--- src/rtl/note_tone_pkg.sv ---
// Shared constants for the note tone bank: octave-0 half-period table,
// note indices and the per-channel state encoding.
package note_tone_pkg;

  localparam int NOTE_MAX = 11;

  localparam int NOTE_C  = 0;
  localparam int NOTE_CS = 1;
  localparam int NOTE_D  = 2;
  localparam int NOTE_DS = 3;
  localparam int NOTE_E  = 4;
  localparam int NOTE_F  = 5;
  localparam int NOTE_FS = 6;
  localparam int NOTE_G  = 7;
  localparam int NOTE_GS = 8;
  localparam int NOTE_A  = 9;
  localparam int NOTE_AS = 10;
  localparam int NOTE_B  = 11;

  // Half-period in 50 MHz cycles for octave 0: round(25e6 / f)
  localparam int unsigned NOTE_TBL_C  = 1528902;
  localparam int unsigned NOTE_TBL_CS = 1443098;
  localparam int unsigned NOTE_TBL_D  = 1362102;
  localparam int unsigned NOTE_TBL_DS = 1285651;
  localparam int unsigned NOTE_TBL_E  = 1213489;
  localparam int unsigned NOTE_TBL_F  = 1145381;
  localparam int unsigned NOTE_TBL_FS = 1081095;
  localparam int unsigned NOTE_TBL_G  = 1020421;
  localparam int unsigned NOTE_TBL_GS = 963154;
  localparam int unsigned NOTE_TBL_A  = 909091;
  localparam int unsigned NOTE_TBL_AS = 858068;
  localparam int unsigned NOTE_TBL_B  = 809910;

  typedef enum logic [1:0] {
    CH_IDLE,
    CH_RUN,
    CH_RUN_PEND
  } ch_state_e;

  function automatic int unsigned note_period(input logic [3:0] note);
    case (int'(note))
      NOTE_C:  return NOTE_TBL_C;
      NOTE_CS: return NOTE_TBL_CS;
      NOTE_D:  return NOTE_TBL_D;
      NOTE_DS: return NOTE_TBL_DS;
      NOTE_E:  return NOTE_TBL_E;
      NOTE_F:  return NOTE_TBL_F;
      NOTE_FS: return NOTE_TBL_FS;
      NOTE_G:  return NOTE_TBL_G;
      NOTE_GS: return NOTE_TBL_GS;
      NOTE_A:  return NOTE_TBL_A;
      NOTE_AS: return NOTE_TBL_AS;
      NOTE_B:  return NOTE_TBL_B;
      default: return 0;
    endcase
  endfunction

endpackage

--- src/rtl/note_tone_channel.sv ---
// One square-wave channel: divider counter plus a queued threshold that is
// swapped in only at a half-period boundary so the output never glitches.
module note_tone_channel
  import note_tone_pkg::*;
#(
  parameter int CNT_W = 21
) (
  input  logic             clk,
  input  logic             rst,
  input  logic             wr,
  input  logic [CNT_W-1:0] thr,
  input  logic             gate,
  output logic             tone,
  output logic             tick,
  output logic             pending
);

  ch_state_e        state;
  logic [CNT_W-1:0] cnt;
  logic [CNT_W-1:0] active_thr;
  logic [CNT_W-1:0] pend_thr;
  logic             boundary;

  assign boundary = (cnt == active_thr - CNT_W'(1));

  always_ff @(posedge clk) begin
    if (rst) begin
      state      <= CH_IDLE;
      cnt        <= '0;
      active_thr <= CNT_W'(NOTE_TBL_A);
      pend_thr   <= CNT_W'(NOTE_TBL_A);
      tone       <= 1'b0;
      tick       <= 1'b0;
      pending    <= 1'b0;
    end else begin
      tick <= 1'b0;
      case (state)
        CH_IDLE: begin
          cnt     <= '0;
          tone    <= 1'b0;
          pending <= 1'b0;
          if (wr) begin
            active_thr <= thr;
            if (gate) state <= CH_RUN;
          end
        end
        default: begin
          if (wr && !gate) begin
            state      <= CH_IDLE;
            cnt        <= '0;
            tone       <= 1'b0;
            pending    <= 1'b0;
            active_thr <= thr;
          end else begin
            // A boundary always closes on the threshold it started with;
            // a write landing on the same edge waits for the next one.
            if (boundary) begin
              cnt  <= '0;
              tone <= ~tone;
              tick <= 1'b1;
              if (state == CH_RUN_PEND) active_thr <= pend_thr;
            end else begin
              cnt <= cnt + CNT_W'(1);
            end
            if (wr) begin
              pend_thr <= thr;
              pending  <= 1'b1;
              state    <= CH_RUN_PEND;
            end else if (boundary) begin
              pending <= 1'b0;
              state   <= CH_RUN;
            end
          end
        end
      endcase
    end
  end

endmodule

--- src/rtl/note_tone_bank.sv ---
// Multi-channel tone generator: validates and decodes writes, derives the
// octave-shifted threshold and fans it out to the per-channel dividers.
module note_tone_bank
  import note_tone_pkg::*;
#(
  parameter int N_CH    = 4,
  parameter int OCT_W   = 3,
  parameter int MAX_OCT = 7,
  parameter int CNT_W   = 21
) (
  input  logic                                    clk,
  input  logic                                    rst,
  input  logic                                    wr_en,
  input  logic [((N_CH > 1) ? $clog2(N_CH) : 1)-1:0] wr_ch,
  input  logic [3:0]                              wr_note,
  input  logic [OCT_W-1:0]                        wr_oct,
  input  logic                                    wr_gate,
  output logic                                    wr_err,
  output logic [N_CH-1:0]                         tone_out,
  output logic [N_CH-1:0]                         edge_tick,
  output logic [N_CH-1:0]                         pending
);

  int unsigned      ch_i;
  int unsigned      oct_i;
  int unsigned      note_i;
  logic             fields_ok;
  logic [CNT_W-1:0] thr;

  // Fields widened so range checks stay meaningful for any port width
  assign ch_i   = 32'(wr_ch);
  assign oct_i  = 32'(wr_oct);
  assign note_i = 32'(wr_note);

  assign fields_ok = (note_i <= unsigned'(NOTE_MAX)) &&
                     (oct_i <= unsigned'(MAX_OCT)) &&
                     (ch_i < unsigned'(N_CH));

  assign thr = CNT_W'(note_period(wr_note)) >> wr_oct;

  always_ff @(posedge clk) begin
    if (rst) wr_err <= 1'b0;
    else     wr_err <= wr_en && !fields_ok;
  end

  for (genvar i = 0; i < N_CH; i++) begin : g_ch
    logic ch_wr;
    assign ch_wr = wr_en && fields_ok && (ch_i == unsigned'(i));

    note_tone_channel #(.CNT_W(CNT_W)) u_ch (
      .clk    (clk),
      .rst    (rst),
      .wr     (ch_wr),
      .thr    (thr),
      .gate   (wr_gate),
      .tone   (tone_out[i]),
      .tick   (edge_tick[i]),
      .pending(pending[i])
    );
  end

endmodule

--- config.mk ---
export PLATFORM = sky130hd
export DESIGN_NAME = note_tone_bank
export DESIGN_NICKNAME = d
export VERILOG_FILES = /design/src/rtl/note_tone_pkg.sv /design/src/rtl/note_tone_channel.sv /design/src/rtl/note_tone_bank.sv
export SDC_FILE = /design/constraint.sdc
export NUM_CORES = 1
export LEC_CHECK = 0
export ABC_CLOCK_PERIOD_IN_PS = 3300
export CAP_MARGIN = 20
export CORE_UTILIZATION = 31
export DETAILED_ROUTE_END_ITERATION = 6
export GPL_TIMING_DRIVEN = 0
export PLACE_DENSITY = 0.5
export SYNTH_ARGS = -nofsm -noshare
export SYNTH_HDL_FRONTEND = slang
export SYNTH_SLANG_ARGS = --single-unit
--- constraint.sdc ---
create_clock -name clk -period 3.3 [get_ports clk]
set_input_delay 0.66 -clock clk [delete_from_list [all_inputs] [get_ports clk]]
set_output_delay 0.66 -clock clk [all_outputs]
set_load 0.01 [all_outputs]
==> flow_metrics.env <==
export IMPL_clk_path_buf_depth=3
export IMPL_rsz0062_at_grt="true"
export IMPL_synth_top_cells_by_area="dfxtp_1, nor2_1, xnor2_1"
export IMPL_numPortBuffers=24
export IMPL_netlist_instances=1937
export IMPL_grt_pass1_vias=13600
export IMPL_ioPinCount=26
export IMPL_min_period_ps=3190
export IMPL_startpoint="rst"
export IMPL_syn_nets=1963
export IMPL_yosys_warnings=0
export IMPL_synth_edf_count=0
export IMPL_final_cell_area_sq_mm=0.0184
export IMPL_die_w_microns=225
export IMPL_internal_power_w=0.00596
export IMPL_nNetsFinal=2032
export IMPL_drive_gt1_frac=0.119
export IMPL_worst_setup_path_start_kind="input port"
export IMPL_cts_buffers=31
export IMPL_syn_area_per_cell_sq_um=7.97
export IMPL_outcome="completed"
export IMPL_clk_pin_slew_ps=60
export IMPL_start_util=0.315
export IMPL_synth_cell_types=88
export IMPL_synth_ff_type="dfxtp_1"
export IMPL_dpl_cell_area_sq_mm=0.0166
export IMPL_slew_viol_final=0
export IMPL_swShare=0.267
export IMPL_ys_ff_latch=273
export IMPL_worstPathArrival_ps=3580
export IMPL_place_congestion=0.884
export IMPL_ys_seq_area_frac=0.354
export IMPL_antenna_found_initial=0
export IMPL_timing_setup_tns_ps=0
export IMPL_synth_area_mux_share=0.0389
export IMPL_peakVddDrop_mv=0.344
export IMPL_max_freq_mhz=313
export IMPL_firstDrtPassIters=5
export IMPL_syn_area_sq_mm=0.0154
export IMPL_syn_to_final_growth_pct=19.2
export IMPL_vias=14500
export IMPL_synthSimpleGateAreaFrac=0.259
export IMPL_antenna_left=0
export IMPL_synthTopCellsByCount="dfxtp_1, nor2_1, nand2_1"
export IMPL_p_per_area_mw_per_mm2=442
export IMPL_synth_top_family_by_area="simple AND/OR/NAND/NOR gates"
export IMPL_pwr_share_seq=0.421
export IMPL_finalWirelength_mm=49.8
export IMPL_comb_power_share=0.118
export IMPL_yosysTopAreaCell="dfxtp_1"
export IMPL_final_core_utilization=0.375
export IMPL_drc=0
export IMPL_cts_max_level=1
export IMPL_grt_pass1_wl_mm=77.8
export IMPL_hold_class="register to register"
export IMPL_cts_hold_fix_buffers=0
export IMPL_cts_root_buf="clkbuf_16"
export IMPL_crit_type="input port to register"
export IMPL_hold_violations=0
export IMPL_p_leak_nw=6.65
export IMPL_cts_tree="built"
export IMPL_r2r_start="g_ch[2].u_ch.active_thr[4]"
export IMPL_finalSetupViolations=0
export IMPL_synth_fa_ha_area_frac=0.0112
export IMPL_dp_hpwl_mm=36.1
export IMPL_period_share=0.968
export IMPL_cp_required_ps=3690
export IMPL_p_clk_frac=0.461
export IMPL_max_slew_margin_rel=0.241
export IMPL_total_power_w=0.00814
export IMPL_cp_end_kind="register"
export IMPL_p_switching_w=0.00218
export IMPL_async_flop_share=0
export IMPL_synth_xor_area_frac=0.104
export IMPL_register_area_sq_mm=0.00548
export IMPL_yosysMostFrequentCell="dfxtp_1"
export IMPL_rows=81
export IMPL_die_area_sq_mm=0.0507
export IMPL_cap_violations=0
export IMPL_wl_per_cell_microns=18.5
export IMPL_via_per_inst=5.39
export IMPL_worst_pin_slew_ps=1140
export IMPL_clk_latency_ps=580
export IMPL_cp_max_fo=10
export IMPL_synth_top_area_share=0.354
export IMPL_multi_input_area_sq_mm=0.00980
export IMPL_final_setup_skew_ps=12.7
export IMPL_core_area_sq_mm=0.0491
export IMPL_cts_num_sinks=273
export IMPL_synth_compound_area_frac=0.182
export IMPL_grt_max_degree=15
export IMPL_overflow=0
export IMPL_n_fill_cell=5114
export IMPL_grt_usage=0.193
export IMPL_hp_start="g_ch[0].u_ch.pend_thr[2]"
export IMPL_num_antenna_cells=0
export IMPL_drtIter0Drc=1025
export IMPL_die_y_microns=225
==> cell type report <==
type	count	area share
Multi-Input combinational cell	1477	0.532
Clock buffer	40	0.0483
Tap cell	664	0.0451
Buffer	150	0.0376
Timing Repair Buffer	43	0.0214
Inverter	30	0.00612
Clock inverter	17	0.0117
Sequential cell	273	0.297
==> power by group through the flow <==
stage / logic [W] / registers (W) / clock network [W]
floorplan: 0.000545 / 0.00346 / 0
global placement: 0.000832 / 0.00348 / 0
detailed placement: 0.000854 / 0.00348 / 0
CTS: 0.000917 / 0.00342 / 0.00385
global route: 0.00103 / 0.00343 / 0.00399
finish: 0.000964 / 0.00342 / 0.00375
==> cells by family (layout without fill, tap and decap cells) <==
| kind of cell | Yosys count | after routing |
|---|---|---|
| buffers and inverters | 188 | 280 |
| multiplexers | 54 | 54 |
| XOR/XNOR | 184 | 184 |
| AO/OA/AOI/OAI | 417 | 417 |
| AND/OR/NAND/NOR | 807 | 808 |
| flip-flops | 273 | 273 |
| adder cells (fa/ha/maj) | 14 | 14 |
==> registers in the layout, indices dropped and copies added (netlist names) <==
name	flops
g_ch.u_ch.pending	4
g_ch.u_ch.cnt	84
g_ch.u_ch.state	8
g_ch.u_ch.pend_thr	84
g_ch.u_ch.active_thr	84
g_ch.u_ch.tick	4
g_ch.u_ch.tone	4
wr_err	1
==> timing repair <==
| item | 4_1_cts | 5_1_grt |
|---|---|---|
| endpoints found under the hold margin | 0 | 0 |
| setup buffers | 4 | 8 |
| resized for setup | 80 | 82 |
| pin swaps | 4 | 16 |
| endpoints found under the setup margin | 236 | 177 |
| cloned | 0 | 2 |
==> worst max-delay path: stages <==
cell and delay (ps):
clkdlybuf4s50_1 610, clkbuf_1 490, clkbuf_1 710, clkbuf_1 860, nor3b_1 230
==> per-stage QoR <==
stage / hold slack [ps] / setup WS (ps) / instances
after CTS: 458 / -11.0 / 2688
after detailed placement: 449 / -1550 / 2631
after global routing: 473 / -46.1 / 2694
after global placement: 443 / -1960 / 2625
after floorplan: 429 / 86.9 / 1937
final: 456 / 107 / 2694
==> cell usage in the layout (no fill, tap or decap), types with 26 or more instances in the layout <==
cell	n
a211oi_1	27
a21oi_1	94
and3_1	39
buf_4	34
clkbuf_1	98
clkbuf_16	31
dfxtp_1	269
inv_1	28
mux2i_1	26
nand2_1	180
nand3_1	64
nor2_1	253
nor3_1	58
nor4_1	32
o211ai_1	72
o21ai_0	67
xnor2_1	98
xor2_1	86
==> per-layer routing <==
metal  track usage  part of all wire  vias up
met1         0.271              0.48     7028
met3        0.0184             0.044       71
met4        0.0478             0.022        0
met2         0.317              0.46      334
met5             0                 0        -
li1              -                 -     7089
==> path summary, 6_finish.rpt <==
kind	to	slack (ps)	depth (start not counted)
worst max-delay path	wr_err	110	5
worst min-delay path	g_ch[0].u_ch.pend_thr[2]	460	2
worst max register to register	g_ch[2].u_ch.active_thr[2]	140	10
worst min register to register	g_ch[0].u_ch.pend_thr[2]	460	2
Note: power is estimated with default switching activity, not from simulation.
